## config.mk

```make
export PLATFORM = sky130hd
export DESIGN_NAME = wide_add_seq
export DESIGN_NICKNAME = d
export VERILOG_FILES = /design/src/rtl/wide_add_seq.sv
export SDC_FILE = /design/constraint.sdc
export NUM_CORES = 1
export LEC_CHECK = 0
export ABC_AREA = 1
export CORE_UTILIZATION = 50
export CTS_BUF_LIST = sky130_fd_sc_hd__clkbuf_8
export CTS_CLUSTER_DIAMETER = 60
export DETAILED_ROUTE_END_ITERATION = 16
export PLACE_DENSITY = 0.78
export REMOVE_ABC_BUFFERS = 1
export SLEW_MARGIN = 20
export SYNTH_ARGS = -nofsm -noshare
export SYNTH_HDL_FRONTEND = slang
export SYNTH_SLANG_ARGS = --single-unit
```

## constraint.sdc

```tcl
create_clock -name clk -period 4.3 [get_ports clk]
set_input_delay 0.86 -clock clk [delete_from_list [all_inputs] [get_ports clk]]
set_output_delay 0.86 -clock clk [all_outputs]
set_load 0.1 [all_outputs]
```

## src/rtl/wide_add_seq.sv

```systemverilog
// wide_add_seq: W=N*K-bit add/subtract built from one shared N-bit ripple adder, one slice per clock
module myadd #(
  parameter int N = 8
) (
  input  logic [N-1:0] x,
  input  logic [N-1:0] y,
  input  logic         cin,
  output logic [N-1:0] s,
  output logic         cout
);
  logic [N:0] c;
  assign c[0] = cin;
  for (genvar i = 0; i < N; i++) begin : g_bit
    assign s[i]   = x[i] ^ y[i] ^ c[i];
    assign c[i+1] = (x[i] & y[i]) | (c[i] & (x[i] ^ y[i]));
  end
  assign cout = c[N];
endmodule

module wide_add_seq #(
  parameter int N = 8,
  parameter int K = 4,
  localparam int W = N * K
) (
  input  logic         clk,
  input  logic         rst,
  input  logic         start,
  input  logic         sub,
  input  logic [W-1:0] a,
  input  logic [W-1:0] b,
  output logic         busy,
  output logic         done,
  output logic [W-1:0] result,
  output logic         cout,
  output logic         ovf
);
  localparam int IW = (K > 1) ? $clog2(K) : 1;
  typedef enum logic [1:0] {IDLE, RUN, DONE} state_t;
  state_t         state_q;
  logic [IW-1:0]  idx_q;
  logic           cf_q, busy_q, done_q, cout_q, ovf_q;
  logic [W-1:0]   a_q, b_q, shadow_q, shadow_d, result_q;
  logic [N-1:0]   s;
  logic           co, last;
  myadd #(.N(N)) u_add (
    .x   (a_q[idx_q*N +: N]),
    .y   (b_q[idx_q*N +: N]),
    .cin (cf_q),
    .s   (s),
    .cout(co)
  );
  assign last = idx_q == IW'(K - 1);
  always_comb begin
    shadow_d = shadow_q;
    shadow_d[idx_q*N +: N] = s;
  end
  // b_q holds the already-inverted operand for subtraction; cf seeds the +1
  always_ff @(posedge clk) begin
    if (rst) begin
      state_q  <= IDLE;
      idx_q    <= '0;
      cf_q     <= 1'b0;
      busy_q   <= 1'b0;
      done_q   <= 1'b0;
      cout_q   <= 1'b0;
      ovf_q    <= 1'b0;
      a_q      <= '0;
      b_q      <= '0;
      shadow_q <= '0;
      result_q <= '0;
    end else begin
      done_q <= 1'b0;
      case (state_q)
        IDLE, DONE: begin
          state_q <= IDLE;
          if (start) begin
            a_q     <= a;
            b_q     <= sub ? ~b : b;
            cf_q    <= sub;
            idx_q   <= '0;
            busy_q  <= 1'b1;
            state_q <= RUN;
          end
        end
        RUN: begin
          shadow_q <= shadow_d;
          cf_q     <= co;
          idx_q    <= idx_q + IW'(1);
          if (last) begin
            state_q  <= DONE;
            busy_q   <= 1'b0;
            done_q   <= 1'b1;
            result_q <= shadow_d;
            cout_q   <= co;
            ovf_q    <= (a_q[W-1] == b_q[W-1]) && (s[N-1] != a_q[W-1]);
          end
        end
        default: state_q <= IDLE;
      endcase
    end
  end
  assign busy   = busy_q;
  assign done   = done_q;
  assign result = result_q;
  assign cout   = cout_q;
  assign ovf    = ovf_q;
endmodule

```

==> results of run 1 <==
[worst max-delay path by stage]
stage                  start            to  slack, ps  cells past startpoint
floorplan           idx_q[0]  shadow_q[31]       -870                     20
global placement    idx_q[0]  shadow_q[31]        -20                     21
detailed placement  idx_q[0]  shadow_q[31]       -100                     21
CTS                 idx_q[0]  shadow_q[31]         30                     21
global route        idx_q[0]  shadow_q[31]       -120                     21
finish              idx_q[0]  shadow_q[15]         40                     21
[metrics by stage]
stage	hold WS [ps]	util	cell area, um^2	total power [mW]	TNS [ps]
6_report	446	0.652	7970	3.05	0
4_1_cts	451	0.648	7910	3.04	0
3_5_place_dp	435	0.612	7480	1.98	-487
5_1_grt	461	0.652	7970	3.20	-710
3_3_place_gp	430	0.612	7480	1.97	-30.7
2_1_floorplan	426	-	6120	1.77	-12260
[registers in the layout, summed over array words and instances (netlist names)]
register and flops:
ovf 1, state_q 2, busy 1, done 1, shadow_q 32, idx_q 2, a_q 32, cout 1
b_q 32, cf_q 1, result 32
[report_power, final]
| part | total (mW) | leakage [nW] | internal [mW] | switching, mW |
|---|---|---|---|---|
| Sequential | 1.40 | 1.13 | 1.35 | 0.0434 |
| Clock | 1.07 | 0.207 | 0.581 | 0.487 |
| Combinational | 0.589 | 2.27 | 0.244 | 0.345 |
[Yosys cell counts, types with 6 or more instances]
library cell    n
inv_1          62
ha_1            6
dfxtp_1       137
buf_4           6
fa_1            8
buf_2          22
o21ai_0        93
xnor2_1        32
a21oi_1        53
nor2_1        161
nand3b_1        6
nand2_1       223
nand3_1        59
clkbuf_1       24
[logic make-up (layout without fill, tap and decap cells)]
logic type      count (synthesis)  after routing  share of synthesized area
xor+xnor                       32             32                     0.0439
flops                         137            137                      0.430
compound gates                156            156                      0.124
fa+ha+maj                      14             14                     0.0368
simple gates                  454            454                      0.286
buf+inv                       121            220                     0.0803
[worst reg2reg max path, cell delays in order, from the launching register on]
cell	delay [ps]
dfxtp_4	390
buf_6	130
nand2_1	50
o21ai_1	100
a21oi_2	90
fa_2	400
fa_2	390
fa_2	350
fa_2	340
fa_2	340
inv_2	60
fa_2	180
inv_2	40
fa_2	330
inv_2	60
fa_1	450
inv_2	110
nor2_4	50
nand3_1	100
nand3_1	80
nand2_1	90
inv_1	30
[metal layers]
metal / share of wire / vias up / global-route usage
li1: - / 3055 / -
met1: 0.46 / 2623 / 0.304
met2: 0.47 / 182 / 0.378
met3: 0.051 / 26 / 0.0469
met4: 0.019 / 0 / 0.0848
met5: 0 / - / 0
[area by class of cell]
cell class              instances  area [um^2]  area share
clock inverters                14          158      0.0198
flip-flops and latches        137         2750       0.345
repair buffers                122         1170       0.147
inverters                      66          248      0.0311
clock buffers                  18          248      0.0311
well taps                     168          210      0.0264
multi-input cells             656         3180       0.400
[repair_timing]
action	4_1_cts	5_1_grt
pin swaps	2	7
buffers inserted	2	2
resized for setup	9	17
cloned	0	0
setup endpoints to repair	8	8
==> reports/summary.txt, run 1 <==
Primary FF master, synth = dfxtp_1
Worst vdd ir = 0.186 mV
Starting Density = 0.523
CTS Buffer Depth = 2
HP Start = result[5]
Max-capacitance violation count = 0
Worst Hold Depth = 2
Crit path kind = flop to flop
Detailed Route Iter0 Violations = 339
ANT nets after route = 0
Fraction of registers with async set/reset = 0
Worst r2r path cells = 21
Syn Area/Cell = 6.99 um^2
CORE AREA = 0.0122 mm^2
Worst path top cell family by delay = adder cells
Die H = 115 um
Post-Syn Area = 0.00638 mm^2
Hold EP = result[5]
RR Startpoint = idx_q[0]
Initial antenna violation count = 0
Synth area leader = dfxtp_1
Die area = 0.0132 mm^2
Setup crit end kind = flop
IO Port Bufs = 103
Outcome = completed
Clock transition at path regs = 80 ps
Inst Count DP = 1145
Sequential element share of the synthesized area = 0.430
Total track usage = 0.232
FMAX = 235 MHz
Hold crit path type = flop to flop
Final setup margin = 36.1 ps
Post-Route WL = 14800 um
Clk_lat worst skew = 450 ps
Pre-CTS setup slack = -102 ps
RSZ-0062 raised after global routing = yes
Htree depth = 4
Critical Path RT = 4640 ps
Synth-to-Final Area Change = 24.8%
Seq cells post-synth = 137
Commonest non-fill, non-tap cell in the layout = nand2_1
Leak pwr = 3.60 nW
Setup violations, final = 0
CP max stage delay = 450 ps
R2R Setup Slk = 40 ps
Vias per cell = 4.98
Worst r2r dst = shadow_q[15]
CP bufs+invs = 6
Finished Layout Cells = 1181
TritonCTS Buffers = 17
Nets = 1082
Number of iterations in the first detailed-routing pass = 6
Worst path slowest cell = fa_1
Worst Skew = 12.5 ps
Largest net degree at the start of global routing = 68
Worst EP arrival = 4600 ps
FP Rows = 40
Yosys top cell area share = 0.430
Minimum clock period = 4260 ps
Cell chain of the critical path = buf_6, nand2_1, o21ai_1, a21oi_2, fa_2, fa_2, fa_2, fa_2, fa_2, inv_2, fa_2, inv_2, fa_2, inv_2, fa_1, inv_2, nor2_4, nand3_1, nand3_1, nand2_1, inv_1
Die width = 115 um
Sink Count = 137
Synth top area cells = dfxtp_1 (43%), nand2_1 (13%), nor2_1 (9.5%), o21ai_0 (7.3%), nand3_1 (4.6%)
Crit start category = flop
Worst-margin pin slew = 1020 ps
Residual DRC count = 0
Final-report hold violation count = 0
Period Utilization, post-route = 0.992
Library cell used as clock root buffer = clkbuf_8
Gr ovfl total = 0
Global-route wire length before repair = 24100 um
Post-synth cell types = 26
Via count = 5886
Power per Cell Area = 383 mW/mm^2
Synth Instances = 914
Vias in the first global route = 5212
Most frequent CP cell = fa_2
Slew headroom = 0.320
WL per Instance = 12.5 um
Hold buffers post-CTS = 0
Fin. max-slew vios = 0
Share of layout cells above drive strength 1 = 0.0770
# IOs = 104
CTS tree = yes
EDFF count, synth = 0
Ant diodes = 0
Most frequent cells in the layout = nand2_1 (223), nor2_1 (159), dfxtp_1 (136)
Detailed Place HPWL = 10000 um
Fillers = 1136
Max Fanout on Critical Path = 6
Synth warnings = 0
GPL Wtd Cong = 0.884
No activity file was read; power rests on OpenSTA's default activity.
==> run 2: changes to the inputs <==
Settings changed: SLEW_MARGIN 20 to 10.
==> results of run 2 <==
The final DEF is identical to that of run 1; final timing and power are the same.
==> run 3: changes to the inputs <==
Settings changed: ABC_AREA 1 to not set, PLACE_DENSITY 0.78 to 0.79, RECOVER_POWER set to 25, SKIP_CTS_REPAIR_TIMING set to 1.
==> run 3 against run 2 <==
  * The run now ends with max-capacitance violations, max-slew violations left
  * Global-route usage down 0.72 points
  * Sequential share of layout area up 1.4 points
  * First-iteration DRC count shrank 20%
  * Non-clock buffer count shrank 7
  * Clock power shrank 7%
  * Register-to-register slack gained 40 ps
  * Fmax grew 0.85%
  * Critical path type unchanged
  * Largest power group unchanged
==> reports/summary.txt, run 3 <==
Power per Cell Area = 368 mW/mm^2
ANT nets after route = 0
Ant diodes = 0
Largest net degree at the start of global routing = 103
Crit start category = flop
Post-Syn Area = 0.00615 mm^2
Minimum clock period = 4230 ps
Worst path slowest cell = fa_2
Residual DRC count = 0
Global-route wire length before repair = 22700 um
IO Port Bufs = 103
Yosys top cell area share = 0.446
Post-Route WL = 13700 um
Setup crit end kind = flop
Critical Path RT = 4620 ps
Most frequent CP cell = fa_2
Via count = 5041
Most frequent cells after synthesis = dfxtp_1 (137), nand2_1 (103), a21oi_1 (67), inv_1 (42), clkbuf_1 (40)
Synth top area cells = dfxtp_1 (45%), nand2_1 (6.3%), mux4_2 (5.9%), a21oi_1 (5.4%), xnor2_1 (4.6%)
FMAX = 237 MHz
Total track usage = 0.225
Initial antenna violation count = 0
Leak pwr = 2.65 nW
Commonest non-fill, non-tap cell in the layout = dfxtp_1
WL per Instance = 14.8 um
Gr ovfl total = 0
# IOs = 104
Number of iterations in the first detailed-routing pass = 4
Final-report hold violation count = 0
Synth warnings = 0
CTS Buffer Depth = 2
RSZ-0062 raised after global routing = yes
CP bufs+invs = 4
Top-count cell post-synth = dfxtp_1
Final instance area = 0.00766 mm^2
Sequential element share of the synthesized area = 0.446
Worst Skew = 9.03 ps
Cell chain of the critical path = mux4_2, inv_2, fa_2, fa_2, fa_2, fa_2, fa_2, inv_2, fa_2, inv_2, fa_2, inv_2, fa_2, nand2_2, o22ai_2, a22o_1
Sink Count = 137
Inst Count DP = 888
Max Fanout on Critical Path = 7
Vias per cell = 5.48
Worst path top cell family by delay = adder cells
Reg area = 0.00275 mm^2
Detailed Place HPWL = 9250 um
Fin. max-slew vios = 136
Fillers = 987
Setup violations, final = 0
Worst-margin pin slew = 1690 ps
Die width = 113 um
CTS tree = yes
Vias in the first global route = 4816
Starting Density = 0.512
Nets = 845
Hold crit path type = flop to flop
Multi-input gate area = 0.00308 mm^2
Synth Instances = 684
Primary FF master, synth = dfxtp_1
FP Rows = 40
Failing checks = max-capacitance violations, max-slew violations
Syn Area/Cell = 9.00 um^2
Synth-to-Final Area Change = 24.4%
Fraction of registers with async set/reset = 0
Crit path kind = flop to flop
Clock transition at path regs = 70 ps
CP max stage delay = 510 ps
Worst EP arrival = 4550 ps
Detailed Route Iter0 Violations = 272
Seq cells post-synth = 137
Slew headroom = -0.128
Max-capacitance violation count = 2
Library cell used as clock root buffer = clkbuf_8
Placed instance area = 0.00721 mm^2
TritonCTS Buffers = 17
Total power = 2.81 mW
Period Utilization, post-route = 0.983
Synth area leader = dfxtp_1
Die H = 113 um
Share of layout cells above drive strength 1 = 0.0996
Outcome = complete, but fails checks
EDFF count, synth = 0
Post-synth cell types = 34
Htree depth = 4
Worst vdd ir = 0.224 mV
Most frequent cells in the layout = dfxtp_1 (136), nand2_1 (101), clkdlybuf4s50_1 (100)
Die area = 0.0128 mm^2
Finished Layout Cells = 920
GPL Wtd Cong = 0.785
CORE AREA = 0.0120 mm^2
Clk_lat worst skew = 430 ps
-- run 3: layer usage --
layer  share of wire  up-vias  wire [um]  track usage
li1                -     2510          -            -
met1            0.44     2346       6020        0.283
met2            0.49      157       6670        0.380
met3           0.047       28        641       0.0439
met4           0.023        0        318       0.0904
met5               0        -          0            0
-- run 3: where the power goes --
part / internal (mW) / switching, mW / total [mW]
Clock: 0.529 / 0.465 / 0.994
Combinational: 0.216 / 0.252 / 0.468
Sequential: 1.32 / 0.0307 / 1.35
-- run 3: path summary, 6_finish.rpt --
kind           startpoint            to  slack (ps)  depth (start not counted)
min          shadow_q[14]  shadow_q[14]         450                          2
min reg2reg  shadow_q[14]  shadow_q[14]         450                          2
max              idx_q[0]     result[7]          70                         16
max reg2reg      idx_q[0]     result[7]          70                         16
-- run 3: layout make-up --
cell class              count  share of cell area
well taps                 147              0.0240
inverters                  43              0.0211
flip-flops and latches    137               0.359
multi-input cells         449               0.402
clock buffers              19              0.0342
clock inverters            10              0.0139
repair buffers            115               0.146
-- run 3: metrics by stage --
step           utilization  hold WS (ps)  setup WS, ps  TNS (ps)
2_1_floorplan            -           421          -674    -16040
5_1_grt              0.638           470         -66.6      -367
3_3_place_gp         0.600           435          -146      -582
6_report             0.638           448          71.9         0
4_1_cts              0.631           449          -264     -1560
3_5_place_dp         0.600           440          -237     -1400
-- run 3: kinds of logic after synthesis --
kind of cell,share of synthesized area
AOI/OAI and AO/OA,0.180
xor gates and xnor gates,0.0455
adders and majority gates,0.0382
buffers and inverters,0.0632
DFF,0.446
muxes,0.0586
and+or+nand+nor,0.169
-- run 3: tightest hold or removal path: cells and delay by family (launching register included) --
family | cells | cell delay [ps]
flip-flops | 1 | 310
AND/OR/NAND/NOR | 1 | 50
AO/OA/AOI/OAI | 1 | 50
